===== src/rtl/fp16_encode_seq.sv =====
// Sequential FP16 packer: normalizes the extended mantissa one bit per cycle,
// rounds on guard/round/sticky and emits {sign,exp,frac} with overflow/inexact flags.
module fp16_encode_seq #(
  parameter int ROUND_MODE = 0,
  parameter int SAT_INF    = 1
) (
  input  logic        CLK,
  input  logic        RST,
  input  logic        IN_VALID,
  output logic        IN_READY,
  input  logic        IN_SIGN_HALF,
  input  logic [4:0]  IN_EXP_HALF,
  input  logic [14:0] IN_MANT_SUM,
  output logic        OUT_VALID,
  input  logic        OUT_READY,
  output logic [15:0] Q,
  output logic        OUT_OVF,
  output logic        OUT_INEXACT
);

  typedef enum logic [1:0] {IDLE, NORM, ROUND, DONE} state_t;

  state_t      state, state_nx;
  logic        sign_r, big_r;
  logic [5:0]  exp_r, exp_nx;
  logic [14:0] mant_r, mant_nx;
  logic        cap, ld_out;

  logic        rnd_inc;
  logic [14:0] sum;
  logic [14:0] mant_rnd;
  logic [5:0]  exp_rnd;
  logic [15:0] q_nx;
  logic        ovf_nx, inex_nx;

  assign IN_READY = (state == IDLE) && !RST;

  always_comb begin
    state_nx = state;
    exp_nx   = exp_r;
    mant_nx  = mant_r;
    cap      = 1'b0;
    ld_out   = 1'b0;
    case (state)
      IDLE: begin
        if (IN_VALID && IN_READY) begin
          cap      = 1'b1;
          exp_nx   = {1'b0, IN_EXP_HALF};
          mant_nx  = IN_MANT_SUM;
          state_nx = NORM;
        end
      end
      NORM: begin
        if (big_r || mant_r == 15'd0) begin
          state_nx = ROUND;
        end else if (mant_r[14]) begin
          // shifted-out bit stays folded into sticky
          mant_nx = {1'b0, mant_r[14:1]} | {14'd0, mant_r[0]};
          exp_nx  = exp_r + 6'd1;
        end else if (!mant_r[13] && exp_r > 6'd1) begin
          mant_nx = {mant_r[13:0], 1'b0};
          exp_nx  = exp_r - 6'd1;
        end else begin
          state_nx = ROUND;
        end
      end
      ROUND: begin
        ld_out   = 1'b1;
        state_nx = DONE;
      end
      DONE: begin
        if (OUT_READY) state_nx = IDLE;
      end
      default: state_nx = IDLE;
    endcase
  end

  always_comb begin
    rnd_inc  = (ROUND_MODE == 0) && mant_r[2] && (mant_r[1] || mant_r[0] || mant_r[3]);
    sum      = mant_r + (rnd_inc ? 15'd8 : 15'd0);
    mant_rnd = sum;
    exp_rnd  = exp_r;
    if (sum[14]) begin
      mant_rnd = {1'b0, sum[14:1]};
      exp_rnd  = exp_r + 6'd1;
    end
    q_nx    = {sign_r, (mant_rnd[13] ? exp_rnd[4:0] : 5'd0), mant_rnd[12:3]};
    ovf_nx  = 1'b0;
    inex_nx = |mant_r[2:0];
    if (big_r || exp_rnd >= 6'd31) begin
      q_nx    = (SAT_INF != 0) ? {sign_r, 5'h1F, 10'h000} : {sign_r, 5'h1E, 10'h3FF};
      ovf_nx  = 1'b1;
      inex_nx = 1'b1;
    end else if (mant_r == 15'd0) begin
      q_nx    = {sign_r, 15'd0};
      inex_nx = 1'b0;
    end
  end

  always_ff @(posedge CLK or posedge RST) begin
    if (RST) begin
      state       <= IDLE;
      sign_r      <= 1'b0;
      big_r       <= 1'b0;
      exp_r       <= 6'd0;
      mant_r      <= 15'd0;
      Q           <= 16'd0;
      OUT_VALID   <= 1'b0;
      OUT_OVF     <= 1'b0;
      OUT_INEXACT <= 1'b0;
    end else begin
      state  <= state_nx;
      exp_r  <= exp_nx;
      mant_r <= mant_nx;
      if (cap) begin
        sign_r <= IN_SIGN_HALF;
        big_r  <= (IN_EXP_HALF == 5'd31);
      end
      if (ld_out) begin
        Q           <= q_nx;
        OUT_OVF     <= ovf_nx;
        OUT_INEXACT <= inex_nx;
        OUT_VALID   <= 1'b1;
      end else if (state == DONE && OUT_READY) begin
        OUT_VALID <= 1'b0;
      end
    end
  end

endmodule


===== config.mk =====
export PLATFORM = sky130hd
export DESIGN_NAME = fp16_encode_seq
export DESIGN_NICKNAME = d
export VERILOG_FILES = /design/src/rtl/fp16_encode_seq.sv
export SDC_FILE = /design/constraint.sdc
export NUM_CORES = 1
export LEC_CHECK = 0
export CORE_MARGIN = 5
export CORE_UTILIZATION = 45
export CTS_CLUSTER_SIZE = 28
export DETAILED_ROUTE_END_ITERATION = 16
export GPL_ROUTABILITY_DRIVEN = 0
export PLACE_DENSITY_LB_ADDON = 0.2
export SYNTH_ARGS = -nofsm -noshare
export SYNTH_HDL_FRONTEND = slang
export SYNTH_SLANG_ARGS = --single-unit

===== constraint.sdc =====
create_clock -name CLK -period 5.8 [get_ports CLK]
set_input_delay 1.16 -clock CLK [delete_from_list [all_inputs] [get_ports CLK]]
set_output_delay 1.16 -clock CLK [all_outputs]
set_load 0.02 [all_outputs]

==> metrics.txt, run 1 <==
clock power share 12.7%; Clock Root Buffer clkbuf_8; RSZ-0062 raised after global routing no; largest net degree at the start of global routing 45; worst path bufs/invs 2; worst r2r dst mant_r[12]; EDFF count, synth 0; startpoint types input port; Syn-to-layout area delta 18.7%; Crit-path slowest cell clkdlybuf4s50_1; r2r setup slk 2.73 ns; total number of yosys warnings 0; fraction of layout cells with a size suffix above 1 7.69%; Worst Tran Pin Value 0.854 ns; DRC viols 0; # port buffers 44; P per Cell Area between 600 and 700 mW/mm2; Cells after DPL 447; final worst-path cycle share approximately three fifths; sequential share of the synthesized area 36.8%; CP Data Arrival Time 2.36 ns; vias in the first global route roughly 2500; register share of total power approximately a third; Most common cell on crit path clkdlybuf4s50_1; post-DP HPWL 5320 um; synth cell count leaders 44 x dfrtp_1, 43 x nor2_1, 40 x a21oi_1; full die area 0.00838 mm2; Syn Area/Cell 8.48 um2; I/O pins 45; hold slack 0.491 ns; Net Sw Power ~1.0 mW; peak supply drop 0.243 mV; # fillers 600; Gate power share about 55%; Reg2Reg Depth 7; DR pass1 iterations 5; wire per inst about 16 um; TritonCTS Sinks 44; synth top area cells dfrtp_1 37%, a21oi_1 6.7%, nor2_1 5.4%; crit-path leading delay family buffers and inverters; cells after synthesis around 350; core area 0.00642 mm2; grt ovf 0; setup TNS 0 ns; clock latency on the worst-skew pair 0.30 ns; Pleak 1.44 nW; Req. time, crit path ~4.6 ns; Crit Path Class input port to output port; vias 2633; area leader, netlist dfrtp_1; Mapped Nets between 300 and 400; Fmax achieved 0.284 GHz; Post-Syn Area 0.00299 mm2; Hold Vio Cnt, Final 0; Crit path largest cell delay 0.62 ns; maxcap violations 0; post-route minimum period 3.52 ns; Setup Buffers After CTS 0; switch share 47.1%; htree depth 2; Distinct cells, synth 49; Vias/cell 5.80; total CTS buffers 5; Max Slew Vio Count 0; initial core utilization between 40% and 50%; endpoint class of the critical path output port; initial antenna violation count 0; first-pass GRT wire length 12600 um; post-route ant nets 0; HP Start OUT_VALID; Final Util 55.3%; min-delay worst type flop to flop; Reg area 0.00110 mm2; post-cts gate resize count 0; Nets 410; Multi-input gate area 0.00170 mm2; crit path cell chain clkdlybuf4s50_1 > nor2b_1 > clkdlybuf4s50_1; CTS tree done; Worst Hold Depth 2; drt initial violations 209; Rel. slew slack 43.1%; CTS Buffer Depth 2; R2R Path Start state[1]; Main synth FF type dfrtp_1; Die Width between 90 and 100 um; WHS Endpoint OUT_VALID; post-synth top area share 36.8%; Internal 1.16 mW; Hold-fix buffers, CTS 0; total track usage 18.3%; asr flop ratio synth 100%; final WL 7470 um; Final Instance Count excl. Fillers roughly 450; final setup fails 0; number of diodes 0; most common cell in the netlist dfrtp_1; Site Rows 29; Tot Pwr 2.19 mW; Max FO, Critical Path 2; Worst Clk Skew 0.00457 ns; Die H 91.6 um; Synth Register Bits 44; Clk pin slew, worst setup/hold paths 0.08 ns; run status finished clean
==> through the flow <==
step	setup WS (ns)	cell area, um2
finish	2.28	3550
global route	2.21	3550
CTS	2.28	3550
detailed placement	2.28	3420
global placement	2.29	3420
floorplan	3.07	2990
==> layout by cell type (no fill, tap or decap), types with 2 or more instances in the layout <==
cell type,count
a31oi_1,3
a22oi_1,2
dfrtp_1,44
nor4_1,8
bufinv_16,2
nand4_4,2
a21oi_1,40
xnor2_1,6
a22o_1,2
clkbuf_8,5
mux2_2,6
a221oi_1,12
inv_1,15
and3_1,11
nor2_1,43
buf_4,3
clkdlybuf4s50_1,44
nand3_1,10
nand4_1,3
a21boi_0,2
xor2_1,7
nand2_1,26
o21ai_0,20
o32ai_2,2
o2bb2ai_1,7
or2_2,3
ha_1,8
o211ai_1,5
mux2i_1,9
nor3_1,7
==> state kept, by name (all words and copies together) (netlist names) <==
register	count
state	2
OUT_OVF	1
sign_r	1
mant_r	15
OUT_VALID	1
big_r	1
OUT_INEXACT	1
Q	16
exp_r	6
==> power by group through the flow <==
stage / combinational, mW / sequential [mW] / clock (mW)
after detailed placement: 1.20 / 0.709 / 0
after global routing: 1.34 / 0.740 / 0.297
after CTS: 1.21 / 0.704 / 0.284
final: 1.20 / 0.708 / 0.278
after floorplan: 0.938 / 0.635 / 0
after global placement: 1.18 / 0.701 / 0
==> worst register-to-register path, cell delays in order (launching register included) <==
cell and delay, ns:
dfrtp_1 0.43, inv_1 0.09, ha_1 0.71, inv_1 0.56
o21a_1 0.35, a21oi_2 0.11, buf_4 0.32, mux2_2 0.39
==> cell families (layout without fill, tap and decap cells) <==
logic type / count (synthesis) / count (layout) / synth area share [%]
buffers and inverters: 46 / 70 / 6.27
flip-flops: 44 / 44 / 36.8
XOR/XNOR: 14 / 14 / 4.35
AO/OA/AOI/OAI: 107 / 107 / 23.8
multiplexers: 15 / 15 / 5.27
adder cells (fa/ha/maj): 8 / 8 / 3.34
AND/OR/NAND/NOR: 119 / 119 / 20.2
==> worst max path at each step <==
stage,endpoint,startpoint,depth (start not counted)
floorplan,exp_r[3],RST,7
global placement,IN_READY,RST,3
detailed placement,IN_READY,RST,3
CTS,IN_READY,RST,3
global route,IN_READY,RST,3
finish,IN_READY,RST,3
==> area by class of cell <==
type	count	share of cell area [%]
clock buffers	5	1.94
clock inverters	2	1.69
inverters	16	1.69
multi-input cells	263	48.0
flip-flops and latches	44	31.0
well taps	77	2.71
repair buffers	47	13.0
==> layer usage <==
metal,track usage (%),share of wire [%],vias up
li1,-,-,1320
met2,28.4,46,76
met1,25.6,46,1227
met5,0,0,-
met3,3.31,6.0,10
met4,6.53,1.8,0
No activity file was read; power rests on OpenSTA's default activity.
==> run 2, diff against run 1 <==
Clock period 5.8 ns to 3.1 ns, I/O delays scaled along.
==> run 2 against run 1 <==
Combinational power is 98% higher. Clock power increased by 57%. Sequential power rose by 79%. Largest power group unchanged. Highest routed layer unchanged.
==> metrics.txt, run 2 (synthesis results as in run 1) <==
maxcap violations 0 (unchanged); setup TNS 0 ns (unchanged); Clock Root Buffer clkbuf_8; Reg with most FFs Q; CTS Buffer Depth 2 (unchanged); R2R Path Start exp_r[0]; Fmax achieved between 0.3 and 0.4 GHz; Largest register FFs 16 (unchanged); # fillers 596 (-0.67%); total CTS buffers 5 (unchanged); wire per inst 16.3 um (-1.1%); Setup Buffers After CTS 0 (unchanged); worst r2r dst mant_r[5]; Syn-to-layout area delta 19.5%; peak supply drop 0.437 mV (+80%); DR pass1 iterations 5 (unchanged); Vias/cell 5.87 (+1.3%); Max FO, Critical Path 6 (+4); Worst Tran Pin Value 0.672 ns (-0.182 ns); Req. time, crit path 2.48 ns (-2.16 ns); post-route minimum period 2.55 ns; Pleak 1.46 nW (+1.4%); Hold Vio Cnt, Final 0 (unchanged); final worst-path cycle share 82.3%; Max Slew Vio Count 0 (unchanged); Internal 2.13 mW (+84%); hold slack 0.490 ns (-0.000726 ns); DRC viols 0 (unchanged); register share of total power 31.0% (-1.3 points); Worst Clk Skew 0.00747 ns (+0.00290 ns); Largest regs Q: 16 flops, mant_r: 15 flops, exp_r: 6 flops; vias in the first global route 2592 (+2.7%); Gate power share 58.3% (+3.3 points); I/O pins 45 (unchanged); final WL 7500 um (+0.39%); r2r setup slk 0.55 ns (-2.18 ns); Die H 91.6 um (unchanged); post-DP HPWL 5460 um (+2.6%); setup slack at placement 0.459 ns (-1.82 ns); fraction of layout cells with a size suffix above 1 9.11% (+1.4 points); largest net degree at the start of global routing 34 (-24%); Worst Setup EP IN_READY; Critical Path Start state[0]; CTS tree done; Cells after DPL 453 (+1.3%); htree depth 2 (unchanged); grt ovf 0 (unchanged); most frequent cells in the layout 44 x dfrtp_1, 44 x clkdlybuf4s50_1, 43 x nor2_1; Hold-fix buffers, CTS 0 (unchanged); CP Data Arrival Time 1.93 ns (-0.43 ns); switch share 47.9% (+0.75 points); drt initial violations 241 (+15%); Clk pin slew, worst setup/hold paths 0.08 ns (about the same); initial core utilization 46.6% (unchanged); vias 2708 (+2.8%); Nets 416 (+1.5%); min-delay worst type flop to flop; Reg2Reg Depth 9 (+2); clock latency on the worst-skew pair 0.29 ns (about the same); final setup fails 0 (unchanged); post-cts gate resize count 0 (unchanged); Die Width 91.6 um (unchanged); Final Util 55.7% (+0.37 points); endpoint class of the critical path output port; run status finished clean; TritonCTS Sinks 44 (unchanged); initial antenna violation count 0 (unchanged); post-route ant nets 0 (unchanged); Rel. slew slack 54.9% (+12 points); total track usage 18.6% (+0.23 points); Crit Path Class flop to output port; Site Rows 29 (unchanged); full die area 0.00838 mm2 (unchanged); Net Sw Power 1.96 mW (+90%); # port buffers 44 (unchanged); core area 0.00642 mm2 (unchanged); final worst setup slack 0.548 ns (-1.74 ns); clock power share 10.7% (-2.0 points); Final Instance Count excl. Fillers 461 (+1.5%); RSZ-0062 raised after global routing no; startpoint types flop; P per Cell Area 1140 mW/mm2 (+85%); number of diodes 0 (unchanged); first-pass GRT wire length 12800 um (+2.2%)
[run 2: stage by stage]
stage	cell area (um2)	power, mW
6_report	3580	4.09
5_1_grt	3580	4.44
4_1_cts	3580	4.08
3_5_place_dp	3470	3.64
3_3_place_gp	3470	3.58
2_1_floorplan	2990	2.94
[run 2: worst min-delay path by stage]
stage                   start        end  slack [ns]  depth (start not counted)
finish              OUT_VALID  OUT_VALID        0.49                          2
global route             Q[6]       Q[6]        0.51                          1
CTS                 OUT_VALID  OUT_VALID        0.49                          2
detailed placement  OUT_VALID  OUT_VALID        0.47                          2
global placement    OUT_VALID  OUT_VALID        0.47                          2
floorplan              sign_r      Q[15]        0.47                          1
[run 2: power groups by stage]
stage / Sequential [mW] / Combinational (mW) / Clock [mW]
after floorplan: 1.19 / 1.75 / 0
after global placement: 1.26 / 2.33 / 0
after detailed placement: 1.27 / 2.37 / 0
after CTS: 1.26 / 2.37 / 0.448
after global routing: 1.32 / 2.65 / 0.471
final: 1.27 / 2.38 / 0.436
[run 2: worst max-delay path, cell delays in order (launching register included)]
cell and delay, ns:
dfrtp_1 0.43, inv_1 0.11, ha_1 0.28, nor2b_1 0.20, clkdlybuf4s50_1 0.62
[run 2: per-layer routing]
metal / global-route usage [%] / up-vias / wire (um)
met4: 4.52 / 0 / 57
met2: 29.4 / 113 / 3390
met3: 2.98 / 5 / 529
li1: - / 1328 / -
met5: 0 / - / 0
met1: 26.4 / 1262 / 3520
[run 2: layout make-up]
class                           count  area [um2]  area share (%)
Clock inverter                      2        35.0           0.979
Timing Repair Buffer               53         508            14.2
Sequential cell                    44        1100            30.8
Clock buffer                        6        72.6            2.03
Multi-Input combinational cell    263        1700            47.6
Tap cell                           77        96.3            2.69
Inverter                           16        60.1            1.68
==> run 3, diff against run 2 <==
Clock period 3.1 ns to 2.4 ns, I/O delays scaled along.
==> run 3 against run 2 <==
Sequential power grew 21%. Sequential share of layout area down 0.93 points. Clock skew is 0.0028 ns lower. Non-clock buffer count up 15. Critical path depth grew 5. Critical endpoint is now mant_r[10]. Largest cell class unchanged. Largest power group unchanged.
==> metrics.txt, run 3 (synthesis results as in run 1) <==
run status finished clean; fraction of layout cells with a size suffix above 1 13.0% (+3.9 points); Crit-path slowest cell dfrtp_1; P per Cell Area 1460 mW/mm2 (+28%); Most common cell on crit path a21oi_1; Die H 91.6 um (unchanged); peak supply drop 0.653 mV (+50%); crit-path leading delay family compound AO/OA/AOI/OAI gates; grt ovf 0 (unchanged); Crit Path Class flop to flop; Worst Hold Depth 2 (unchanged); Clock Root Buffer clkbuf_8; worst r2r dst mant_r[10]; post-DP HPWL 5750 um (+5.3%); startpoint types flop; post-route minimum period between 2 and 2.5 ns; Clk pin slew, worst setup/hold paths 0.08 ns (about the same); largest net degree at the start of global routing 37 (+8.8%); Site Rows 29 (unchanged); r2r setup slk 0.19 ns (-0.36 ns); Worst Clk Skew 0.00468 ns (-0.00279 ns); Syn-to-layout area delta 23.4%; RSZ-0062 raised after global routing no; Setup Buffers After CTS 0 (unchanged); final worst-path cycle share 92.0%; R2R Path Start exp_r[0]; vias 2800 (+3.4%); Largest regs Q: 16 flops, mant_r: 15 flops, exp_r: 6 flops; crit path cell chain inv_1 > ha_1 > or2_2 > a21oi_1 > o21ai_2 > a21oi_4 > buf_4 > nor2_1 > a21oi_1; maxcap violations 0 (unchanged); number of diodes 0 (unchanged); Reg2Reg Depth 9 (unchanged); Final Instance Area 0.00369 mm2 (+3.2%); first-pass GRT wire length 12600 um (-1.7%); Max FO, Critical Path 12 (+6); Req. time, crit path 2.62 ns (+0.14 ns); post-route ant nets 0 (unchanged); CTS tree done; vias in the first global route 2471 (-4.7%); Max Slew Vio Count 0 (unchanged); Nets 431 (+3.6%); setup TNS 0 ns (unchanged); most frequent cells in the layout 43 x dfrtp_1, 43 x nor2_1, 43 x clkdlybuf4s50_1; HP Start OUT_VALID; CP Data Arrival Time 2.43 ns (+0.50 ns); Reg with most FFs Q; total track usage 18.2% (-0.32 points); final setup fails 0 (unchanged); clock latency on the worst-skew pair 0.30 ns (about the same); Post-DP Area 0.00358 mm2 (+3.2%); Rel. slew slack 47.8% (-7.1 points); wire per inst 16.4 um (+0.74%); Crit path largest cell delay 0.40 ns (-0.22 ns); Largest register FFs 16 (unchanged); htree depth 2 (unchanged); Vias/cell 5.88 (+0.14%); Fmax achieved 0.453 GHz; CTS Buffer Depth 2 (unchanged); worst path bufs/invs 2 (unchanged); Die Width 91.6 um (unchanged); WHS Endpoint OUT_VALID; endpoint class of the critical path flop; full die area 0.00838 mm2 (unchanged); Hold Vio Cnt, Final 0 (unchanged); TritonCTS Sinks 44 (unchanged); I/O pins 45 (unchanged); # port buffers 44 (unchanged); final WL 7800 um (+4.0%); total CTS buffers 5 (unchanged); initial antenna violation count 0 (unchanged); DR pass1 iterations 5 (unchanged); core area 0.00642 mm2 (unchanged); DRC viols 0 (unchanged); initial core utilization 46.6% (unchanged); drt initial violations 231 (-4.1%); min-delay worst type flop to flop; Pleak 1.53 nW (+4.5%); Worst Tran Pin Value 0.779 ns (+0.107 ns)
==> run 3: cell count changes in the layout (fill, tap and decap cells not counted), sizes merged <==
| cell | change |
|---|---|
| clkbuf | +2 |
| buf | +15 |
| clkinv | -1 |
| dlygate4sd2 | +1 |
| clkdlybuf4s50 | -1 |
| bufinv | -1 |
==> run 3: metrics by stage <==
stage               std cells  utilization (%)  worst slack [ns]  hold slack, ns  total power [mW]
detailed placement        468             55.8             0.180           0.474              4.86
floorplan                 353                -            0.0941           0.474              3.80
global route              476             57.5            0.0105           0.508              5.81
finish                    476             57.5             0.191           0.490              5.40
CTS                       476             57.2             0.157           0.493              5.36
global placement          468             55.8             0.252           0.467              4.78
==> run 3: cell type report <==
class                   instances  area [um2]
clock buffers                   8        90.1
well taps                      77        96.3
fillers                       591        2730
multi-input cells             263        1720
flip-flops and latches         44        1100
inverters                      16        60.1
repair buffers                 68         619
==> run 3: layer usage <==
layer | vias to the layer above | part of all wire [%] | track usage, %
met5 | - | 0 | 0
met4 | 0 | 1.5 | 6.28
li1 | 1364 | - | -
met1 | 1301 | 47 | 27.1
met3 | 14 | 6.6 | 2.31
met2 | 121 | 45 | 27.2
==> run 3: where the power goes <==
group	internal [mW]	switching [mW]	total, mW	leakage, nW
clock network	0.235	0.250	0.485	0.0455
registers	1.11	0.425	1.54	0.515
logic	1.47	1.91	3.38	0.969
==> run 3: how the worst max path moves through the flow <==
stage / cells after the start / start / to / slack, ns
2_1_floorplan: 9 / state[0] / exp_r[3] / 0.09
3_3_place_gp: 3 / RST / IN_READY / 0.25
3_5_place_dp: 7 / exp_r[0] / mant_r[13] / 0.18
4_1_cts: 9 / exp_r[0] / mant_r[10] / 0.16
5_1_grt: 9 / exp_r[0] / mant_r[1] / 0.01
6_report: 9 / exp_r[0] / mant_r[10] / 0.19
==> run 3: repair_timing <==
action,in CTS,in global routing
setup endpoints to repair,1,19
resized for setup,1,5
hold buffers,0,0
hold endpoints to repair,0,0
==> run 3: worst min-delay path: cells and delay by family (launching register included) <==
| kind | cells | cell delay [ns] |
|---|---|---|
| flops | 1 | 0.36 |
| simple gates | 2 | 0.10 |
